**config.mk**
```make
export PLATFORM = sky130hd
export DESIGN_NAME = armleocpu_mem_nr1w
export DESIGN_NICKNAME = d
export VERILOG_FILES = /design/src/rtl/armleocpu_mem_nr1w.sv
export SDC_FILE = /design/constraint.sdc
export NUM_CORES = 1
export LEC_CHECK = 0
export ABC_CLOCK_PERIOD_IN_PS = 3500
export CORE_ASPECT_RATIO = 0.5
export CORE_MARGIN = 2
export CORE_UTILIZATION = 50
export CTS_BUF_LIST = sky130_fd_sc_hd__clkbuf_8
export DETAILED_ROUTE_END_ITERATION = 16
export PLACE_DENSITY = 0.77
export SLEW_MARGIN = 15
export SYNTH_ARGS = -nofsm -noshare
export SYNTH_HDL_FRONTEND = slang
export SYNTH_SLANG_ARGS = --single-unit
export TNS_END_PERCENT = 50
```
**constraint.sdc**
```tcl
create_clock -name clk -period 3.5 [get_ports clk]
set_input_delay 0.35 -clock clk [delete_from_list [all_inputs] [get_ports clk]]
set_output_delay 0.35 -clock clk [all_outputs]
set_load 0.02 [all_outputs]
```
**src/rtl/armleocpu_mem_nr1w.sv**
```systemverilog
// Multi-read-port, single-write-port synchronous memory with optional
// write-to-read bypass and an optional post-reset zeroing sweep.
module armleocpu_mem_nr1w #(
   parameter int unsigned DEPTH_LOG2     = 5,
   parameter int unsigned WIDTH          = 32,
   parameter int unsigned READ_PORTS     = 2,
   parameter int unsigned BYPASS         = 1,
   parameter int unsigned CLEAR_ON_RESET = 1
) (
   input  logic                             clk,
   input  logic                             rst_n,
   input  logic [READ_PORTS*DEPTH_LOG2-1:0] read_addr,
   input  logic [READ_PORTS-1:0]            read,
   output logic [READ_PORTS*WIDTH-1:0]      read_data,
   input  logic [DEPTH_LOG2-1:0]            write_addr,
   input  logic                             write,
   input  logic [WIDTH-1:0]                 write_data,
   output logic                             ready
);

   localparam int unsigned ELEMENTS = 1 << DEPTH_LOG2;
   localparam logic [DEPTH_LOG2-1:0] LAST_ADDR = DEPTH_LOG2'(ELEMENTS - 1);

   localparam logic [0:0] ST_CLEAR = 1'b0;
   localparam logic [0:0] ST_READY = 1'b1;

   logic [0:0]                      state_q, state_d;
   logic [DEPTH_LOG2-1:0]           clear_cnt_q, clear_cnt_d;
   logic                            ready_q, ready_d;
   logic [READ_PORTS*WIDTH-1:0]     read_data_q, read_data_d;

   logic [WIDTH-1:0]                storage [ELEMENTS];

   logic                            mem_we_c;
   logic [DEPTH_LOG2-1:0]           mem_waddr_c;
   logic [WIDTH-1:0]                mem_wdata_c;

   // Next-state, storage write port and per-port read data selection
   always_comb begin
      state_d     = state_q;
      clear_cnt_d = clear_cnt_q;
      read_data_d = read_data_q;
      mem_we_c    = 1'b0;
      mem_waddr_c = write_addr;
      mem_wdata_c = write_data;

      case (state_q)
         ST_CLEAR: begin
            if (CLEAR_ON_RESET != 0) begin
               mem_we_c    = 1'b1;
               mem_waddr_c = clear_cnt_q;
               mem_wdata_c = '0;
               clear_cnt_d = DEPTH_LOG2'(clear_cnt_q + DEPTH_LOG2'(1));
               if (clear_cnt_q == LAST_ADDR) begin
                  state_d = ST_READY;
               end
            end else begin
               state_d = ST_READY;
            end
         end
         default: begin
            mem_we_c = write;
            // Storage is read before this edge's write lands, so the
            // non-bypass path naturally returns the old contents.
            for (int p = 0; p < int'(READ_PORTS); p++) begin
               if (read[p]) begin
                  if ((BYPASS != 0) && write &&
                      (read_addr[p*DEPTH_LOG2 +: DEPTH_LOG2] == write_addr)) begin
                     read_data_d[p*WIDTH +: WIDTH] = write_data;
                  end else begin
                     read_data_d[p*WIDTH +: WIDTH] =
                        storage[read_addr[p*DEPTH_LOG2 +: DEPTH_LOG2]];
                  end
               end
            end
         end
      endcase

      ready_d = (state_d == ST_READY);
   end

   // Control and output registers
   always_ff @(posedge clk or negedge rst_n) begin
      if (!rst_n) begin
         state_q     <= ST_CLEAR;
         clear_cnt_q <= '0;
         ready_q     <= 1'b0;
         read_data_q <= '0;
      end else begin
         state_q     <= state_d;
         clear_cnt_q <= clear_cnt_d;
         ready_q     <= ready_d;
         read_data_q <= read_data_d;
      end
   end

   // Storage array, intentionally without reset
   always_ff @(posedge clk) begin
      if (mem_we_c) begin
         storage[mem_waddr_c] <= mem_wdata_c;
      end
   end

   assign read_data = read_data_q;
   assign ready     = ready_q;

endmodule

```
# [After elaboration in Yosys (flattened, before gate mapping)]
# Memories as Yosys holds them, arrays and structs flattened. A register that Yosys moved wholly into a read port is not among the register bits.
# Index checks and enable logic that the tools add are counted.
[totals] regBits=6 latch_bits=0 mem_bits_rw=1024 rom_bits=0 output_inout_bits=65 wordCells=16 mem_count=1
[op_classes] addsub=1 multipliers=0 div=0 order_cmp=0 eq_ne=1 shift=0 n_mux=7 bitwise=0 n_reduce_logical=4
[mem_list] name="storage" depth=32 width=32 read_ports=2 rd_ports_with_merged_regs=2 wr=1 line="32" source="logic [WIDTH-1:0] storage [ELEMENTS];"
[op_table] cell="2-to-1 mux 32 bit" count=1
[op_table] cell="adder 5 x 1 -> 5 bit, second input constant" count=1
[op_table] cell="== test 5 bit, second input constant" count=1
[op_table] cell="2-to-1 mux 1 bit" count=5
[op_table] cell="2-to-1 mux 5 bit" count=1
[op_table] cell="AND reduction 2 bit" count=2
[op_table] cell="logical NOT 1 bit" count=2

# [Logic depth before layout (Yosys ltp)]
# Gate-level depths: netlist of run 1.
[logic_depth] depth_word=3 ltp_mapped=10 mapped_depth_nobuf=6

# [Worst setup path before layout of run 1]
# OpenSTA, ideal clock, no wires.
[synth_path] path_type="register to register" start="register, netlist name ready" end="memory storage[7][0] (enable)" setup_time_ps=421 arrival_ps=2910 required_time_ps=3079 path_slack_ps=169 path_stages_with_launch=8 n_path_buf=3 period_less_slack_ps=3331 cell_sequence="dfrtp_1 -> buf_6 -> clkbuf_1 -> buf_1 -> nand2_1 -> o2bb2ai_1 -> nand2_1 -> nor2_1"
[synth_rtl] element="end, declared" line="32"

==> results of run 1 <==
-- sequential cells by signal (all words and copies together), names as in the netlist --
register,flops
read_data,64
ready,1
storage,1024
clear_cnt_q,5
-- cells in the mapped netlist (5+ instances only) --
library cell,n,area share
and2_1,36,0.0045
buf_4,39,0.0059
a22o_1,11,0.0019
a221o_1,10,0.0020
edfxtp_1,1024,0.62
nand2_1,144,0.011
a21oi_1,24,0.0024
a22oi_1,44,0.0066
a31oi_1,66,0.0083
xnor2_1,12,0.0021
nand3b_1,7,0.0011
and3b_1,7,0.0012
mux4_2,448,0.20
dfrtp_1,70,0.035
clkbuf_1,75,0.0057
buf_2,62,0.0062
a221oi_1,10,0.0018
nand3_1,21,0.0021
nor4_1,48,0.0060
nor2_1,113,0.0085
nor3b_1,5,0.00075
o22ai_1,204,0.026
buf_1,29,0.0022
mux2i_1,150,0.030
-- layer usage --
layer / global-route usage / wire [µm]
met5: 0 / 0
met2: 0.440 / 67900
met1: 0.384 / 51400
met3: 0.0785 / 20700
met4: 0.157 / 7990
-- cells in the final DEF, fill, tap and decap left out, drive strengths merged, types with 24 or more instances in the layout --
cell type,count
a31oi,66
and2,36
inv,67
mux2i,152
nand2,144
a22oi,44
buf,156
dfrtp,70
a21oi,24
edfxtp,1024
o22ai,204
mux4,448
nor2,113
clkbuf,169
nor4,48
clkdlybuf4s50,107
clkinv,44
-- power breakdown --
part | internal (mW) | switching (mW) | total (mW) | leakage (nW)
clock network | 4.74 | 4.96 | 9.70 | 1.69
logic | 1.08 | 1.54 | 2.62 | 6.60
registers | 14.5 | 0.108 | 14.6 | 9.99
-- stage by stage --
step                      setup WS [ns]  power [mW]  area, µm²  utilization  instances
final                             0.293        26.9      56300        0.574       4374
after global placement            0.331        17.4      53400        0.544       4087
after global routing              0.223        27.6      56300        0.574       4372
after CTS                         0.437        26.9      56300        0.574       4372
after detailed placement          0.353        17.4      53400        0.544       4087
after floorplan                   0.169        16.4      49800            -       2706
-- how the worst max path moves through the flow --
stage | from | end | slack (ns) | cells past startpoint
2_1_floorplan | ready$_DFF_PN0_ | storage[7][0]$_DFFE_PP_ | 0.17 | 7
3_5_place_dp | write_addr[4] | read_data[12]$_DFFE_PN0P_ | 0.35 | 8
5_1_grt | ready$_DFF_PN0_ | read_data[12]$_DFFE_PN0P_ | 0.22 | 7
6_report | ready$_DFF_PN0_ | read_data[12]$_DFFE_PN0P_ | 0.29 | 7
3_3_place_gp | write_addr[4] | read_data[12]$_DFFE_PN0P_ | 0.33 | 8
4_1_cts | ready$_DFF_PN0_ | read_data[12]$_DFFE_PN0P_ | 0.44 | 7
-- critical path: stages (launching register included) --
cell and delay, ns:
dfrtp_2 0.71, mux2i_1 0.66, xnor2_1 0.37, nor3_1 0.34, and3_2 0.24, buf_4 0.39, nand2_1 0.19, a31oi_1 0.18
-- final cells by class --
cell class                 count  area [µm²]
antenna                        2        5.00
clock buffer                 168        2310
clock inverter               116         609
fill                        7008       41900
inverter                       4        15.0
multi-input combinational   1397       16500
sequential                  1094       32500
tap                         1328        1660
timing repair buffer         265        2740
-- cell families (layout without fill, tap and decap cells) --
logic type	count (synthesis)	in the layout	share of synthesized area
adder cells (fa/ha/maj)	2	2	0.000502
buffers and inverters	215	553	0.0218
multiplexers	603	603	0.234
XOR/XNOR	12	12	0.00211
AND/OR/NAND/NOR	401	401	0.0382
AO/OA/AOI/OAI	379	379	0.0504
other	0	2	0
flip-flops	1094	1094	0.653
-- timing repair --
item | CTS | global route
setup endpoints to repair | 0 | 0
endpoints found under the hold margin | 52 | 0
gates resized for setup | 0 | 0
hold buffers | 1 | 0
buffers inserted | 0 | 0
==> results.json, run 1 <==
{
  "status": "complete, no violations",
  "layout.nets": 2974,
  "gp_congestion": 0.907,
  "fin_tns_setup_ns": 0,
  "clk_pin_slew_ns": 0.07,
  "cp_max_fo": 26,
  "synth-async-reset-ratio": 0.0640,
  "h-tree-depth": 4,
  "ys.flop_type": "edfxtp_1",
  "fmax_mhz": 312,
  "ff2ff_path_depth": 7,
  "reg2reg_from": "ready$_DFF_PN0_",
  "start_util": 0.507,
  "critical_path_class": "reg -> reg",
  "drc": 0,
  "postSynthCellCount": 2706,
  "final-setup-viol-count": 0,
  "rrSetupSlack_ns": 0.29,
  "peakVddDrop_mv": 0.305,
  "cts_tree": "yes",
  "synth_edf_count": 1024,
  "io_pins": 117,
  "syn_nets": 2760,
  "cts_buffer_depth": 3,
  "clk_latency_ns": 0.86,
  "clock_sinks": 1094,
  "core_area_mm2": 0.0982,
  "drtIter0Drc": 5438,
  "dpl.hpwl_mm": 88.7,
  "cp-start-kind": "register",
  "ant_nets": 0,
  "relSlewSlack": 0.157,
  "ys_seq_elements": 1094,
  "dieHeight_um": 227,
  "antenna_found_initial": 0,
  "hold_violations": 0,
  "via_per_inst": 7.09,
  "crit_path_end_kind": "register",
  "hp-start": "write_data[23]",
  "worstMarginPinSlew_ns": 1.26,
  "yosys_warnings": 0,
  "io_buffers": 116,
  "first_pass_iters": 8,
  "drv_slew": 0,
  "yosysSeqAreaShare": 0.653,
  "min_path_type": "in -> reg",
  "vias": 31018,
  "netlist_area_mm2": 0.0498,
  "synth_cell_types": 45,
  "worstHoldEndpoint": "read_data[55]$_DFFE_PN0P_",
  "p_leak_nw": 18.3,
  "grt.total_usage": 0.289,
  "arrival_ns": 3.96,
  "clock_skew_ns": 0.0318,
  "die_area_mm2": 0.102,
  "period_share": 0.916,
  "r2r_end": "read_data[12]$_DFFE_PN0P_",
  "totalWireLength_mm": 148,
  "rsz0062_at_grt": "no",
  "synth.avg_cell_area_um2": 18.4,
  "power.density_mw_per_mm2": 477,
  "fin_crit_ns": 3.21,
  "grt_first_pass_wirelength_mm": 211,
  "cp.required_ns": 4.25,
  "numCtsBuffers": 158,
  "die_w_um": 450,
  "drv_cap": 0,
  "grt_overflow_total": 0,
  "grt_max_degree": 115,
  "cts_root_buffer": "clkbuf_8",
  "drive_gt1_frac": 0.282,
  "area_delta_synth_final_pct": 13.1,
  "grt_pass1_vias": 30396,
  "num_rows": 81,
  "wire_per_inst_um": 33.8,
  "fin_hold_ws_ns": 0.131,
  "whs_path_depth": 3
}
(Power assumes the default switching activity.)
==> inputs of run 2 (changes only) <==
--- a/config.mk
+++ b/config.mk
@@ -11,8 +11,9 @@
 export CORE_UTILIZATION = 50
 export CTS_BUF_LIST = sky130_fd_sc_hd__clkbuf_8
 export DETAILED_ROUTE_END_ITERATION = 16
+export GPL_TIMING_DRIVEN = 1
 export PLACE_DENSITY = 0.77
-export SLEW_MARGIN = 15
+export SLEW_MARGIN = 0
 export SYNTH_ARGS = -nofsm -noshare
 export SYNTH_HDL_FRONTEND = slang
 export SYNTH_SLANG_ARGS = --single-unit
==> results of run 2 <==
The final DEF is identical to that of run 1; final timing and power are the same.
==> patch, RTL diff (flow settings as in run 2) <==
Change the parameter `READ_PORTS` from 2 to 1.
--- a/src/rtl/armleocpu_mem_nr1w.sv
+++ b/src/rtl/armleocpu_mem_nr1w.sv
@@ -4,5 +4,5 @@
    parameter int unsigned DEPTH_LOG2     = 5,
    parameter int unsigned WIDTH          = 32,
-   parameter int unsigned READ_PORTS     = 2,
+   parameter int unsigned READ_PORTS     = 1,
    parameter int unsigned BYPASS         = 1,
    parameter int unsigned CLEAR_ON_RESET = 1
Ports: changed (resized read, read_addr and read_data); port bits go from 117 to 79. The function was not compared with the original's and may differ.
==> patch against run 2 <==
Clock skew down 0.00090 ns. Synthesized area is 18% lower. Routed wire length decreased by 32%. Worst setup slack better by 0.29 ns. First-iteration DRC count fell by 44%. Utilization is 0.073 points higher. Design area shrank 17%. Power is 7.2% lower. Sequential cell count decreased by 32. Maximum frequency is 10% higher. Highest routed layer is now met5.
==> patch: results (changes against run 2) <==
Placement
  • HPWL Detailed: 60.0 mm (-32%)
  • Placer congestion estimate: 0.917 (+1.1%)
  • Placed cell areas: 43900 um2 (-18%)
  • Post-Place Cells: 3150 (-23%)
  • Worst slack at placement: 0.502 ns (+0.149 ns)

Logic synthesis
  • Seq/Total Area, Yosys: 77.4% (+12 points)
  • Mean area per synthesized cell: 20.8 um2 (+13%)
  • Top cells by count, synth: edfxtp_1, mux4_2, o22ai_1
  • Async S/R FF share, synth: 3.58% (-2.8 points)
  • Synth area leaders: edfxtp_1, mux4_2, dfrtp_1
  • Syn_nets: 2022 (-27%)

Status
  • Status: finished clean

Routing
  • Initial DRC Count: 3062 (-44%)
  • Final wirelength: 101 mm (-32%)
  • Vias: 21600 (-30%)
  • Initial DRT Pass Iterations: 6 (-2)
  • Wire length per cell: 29.5 um (-13%)

Setup path
  • Critical-path maximum fanout: 21 (-19%)
  • Worst path slowest cell: or4_1
  • Worst Path Arrival: 3.54 ns (-0.42 ns)

STA
  • Max_slew headroom: 16.6% (+0.93 points)
  • Hold Worst Slack: 0.246 ns (+0.115 ns)
  • FMAX: 343 MHz (+10%)

Global route
  • First-pass GRT wire length: 145 mm (-31%)
  • Largest net degree at the start of global routing: 52 (-55%)
  • GRT Total Usage: 24.0% (-4.9 points)
  • Initial antenna violation count: 2 (+2)

Cells and area
  • Nets: 2247 (-24%)
  • Fill cells: 5689 (-19%)

Die
  • Core area: 81400 um2 (-17%)

Pwr
  • P_leak: 15.0 nW (-18%)

Clock tree
  • Worst skew pair latency: 0.77 ns (-0.09 ns)
  • CTS buffer count: 148 (-6.3%)
## patch: metal layers
metal / vias to the layer above / global-route usage [%] / share of wire, %
li1: 8755 / - / -
met1: 11200 / 31.6 / 37
met2: 1422 / 39.0 / 48
met3: 232 / 6.06 / 11
met4: 2 / 8.95 / 3.6
met5: - / 0 / 0.015
## patch: layout make-up
| type | count | share of cell area, % |
|---|---|---|
| antenna | 1 | 0.00535 |
| multi-input combinational | 789 | 19.1 |
| clock inverter | 115 | 1.59 |
| inverter | 3 | 0.0241 |
| tap | 1102 | 2.95 |
| timing repair buffer | 195 | 4.02 |
| sequential | 1062 | 67.8 |
| clock buffer | 152 | 4.47 |
## patch: worst paths after layout
kind	startpoint	to	cells after the start
max	ready$_DFF_PN0_	read_data[15]$_DFFE_PN0P_	7
min	write_data[4]	read_data[4]$_DFFE_PN0P_	3
max reg2reg	ready$_DFF_PN0_	read_data[15]$_DFFE_PN0P_	7
min reg2reg	read_data[3]$_DFFE_PN0P_	read_data[3]$_DFFE_PN0P_	2
max in group asynchronous	rst_n	ready$_DFF_PN0_	2
min in group asynchronous	rst_n	read_data[5]$_DFFE_PN0P_	2
## patch: stage by stage
step                      utilization, %  total power, mW
after CTS                           57.4             25.0
after floorplan                        -             15.2
final                               57.4             24.9
after global placement              53.9             15.9
after global routing                57.4             25.7
after detailed placement            53.9             15.9
## patch: cells by family after synthesis
| family | synth area share (%) |
|---|---|
| compound gates | 4.37 |
| mux | 14.1 |
| buf+inv | 1.51 |
| flops | 77.4 |
| fa+ha+maj | 0.0611 |
| xor+xnor | 0.192 |
| simple gates | 2.41 |
## patch: power breakdown
part	total [mW]	internal (mW)	switching, mW
combinational	1.58	0.601	0.976
sequential	14.1	14.0	0.0676
clock	9.28	4.72	4.56
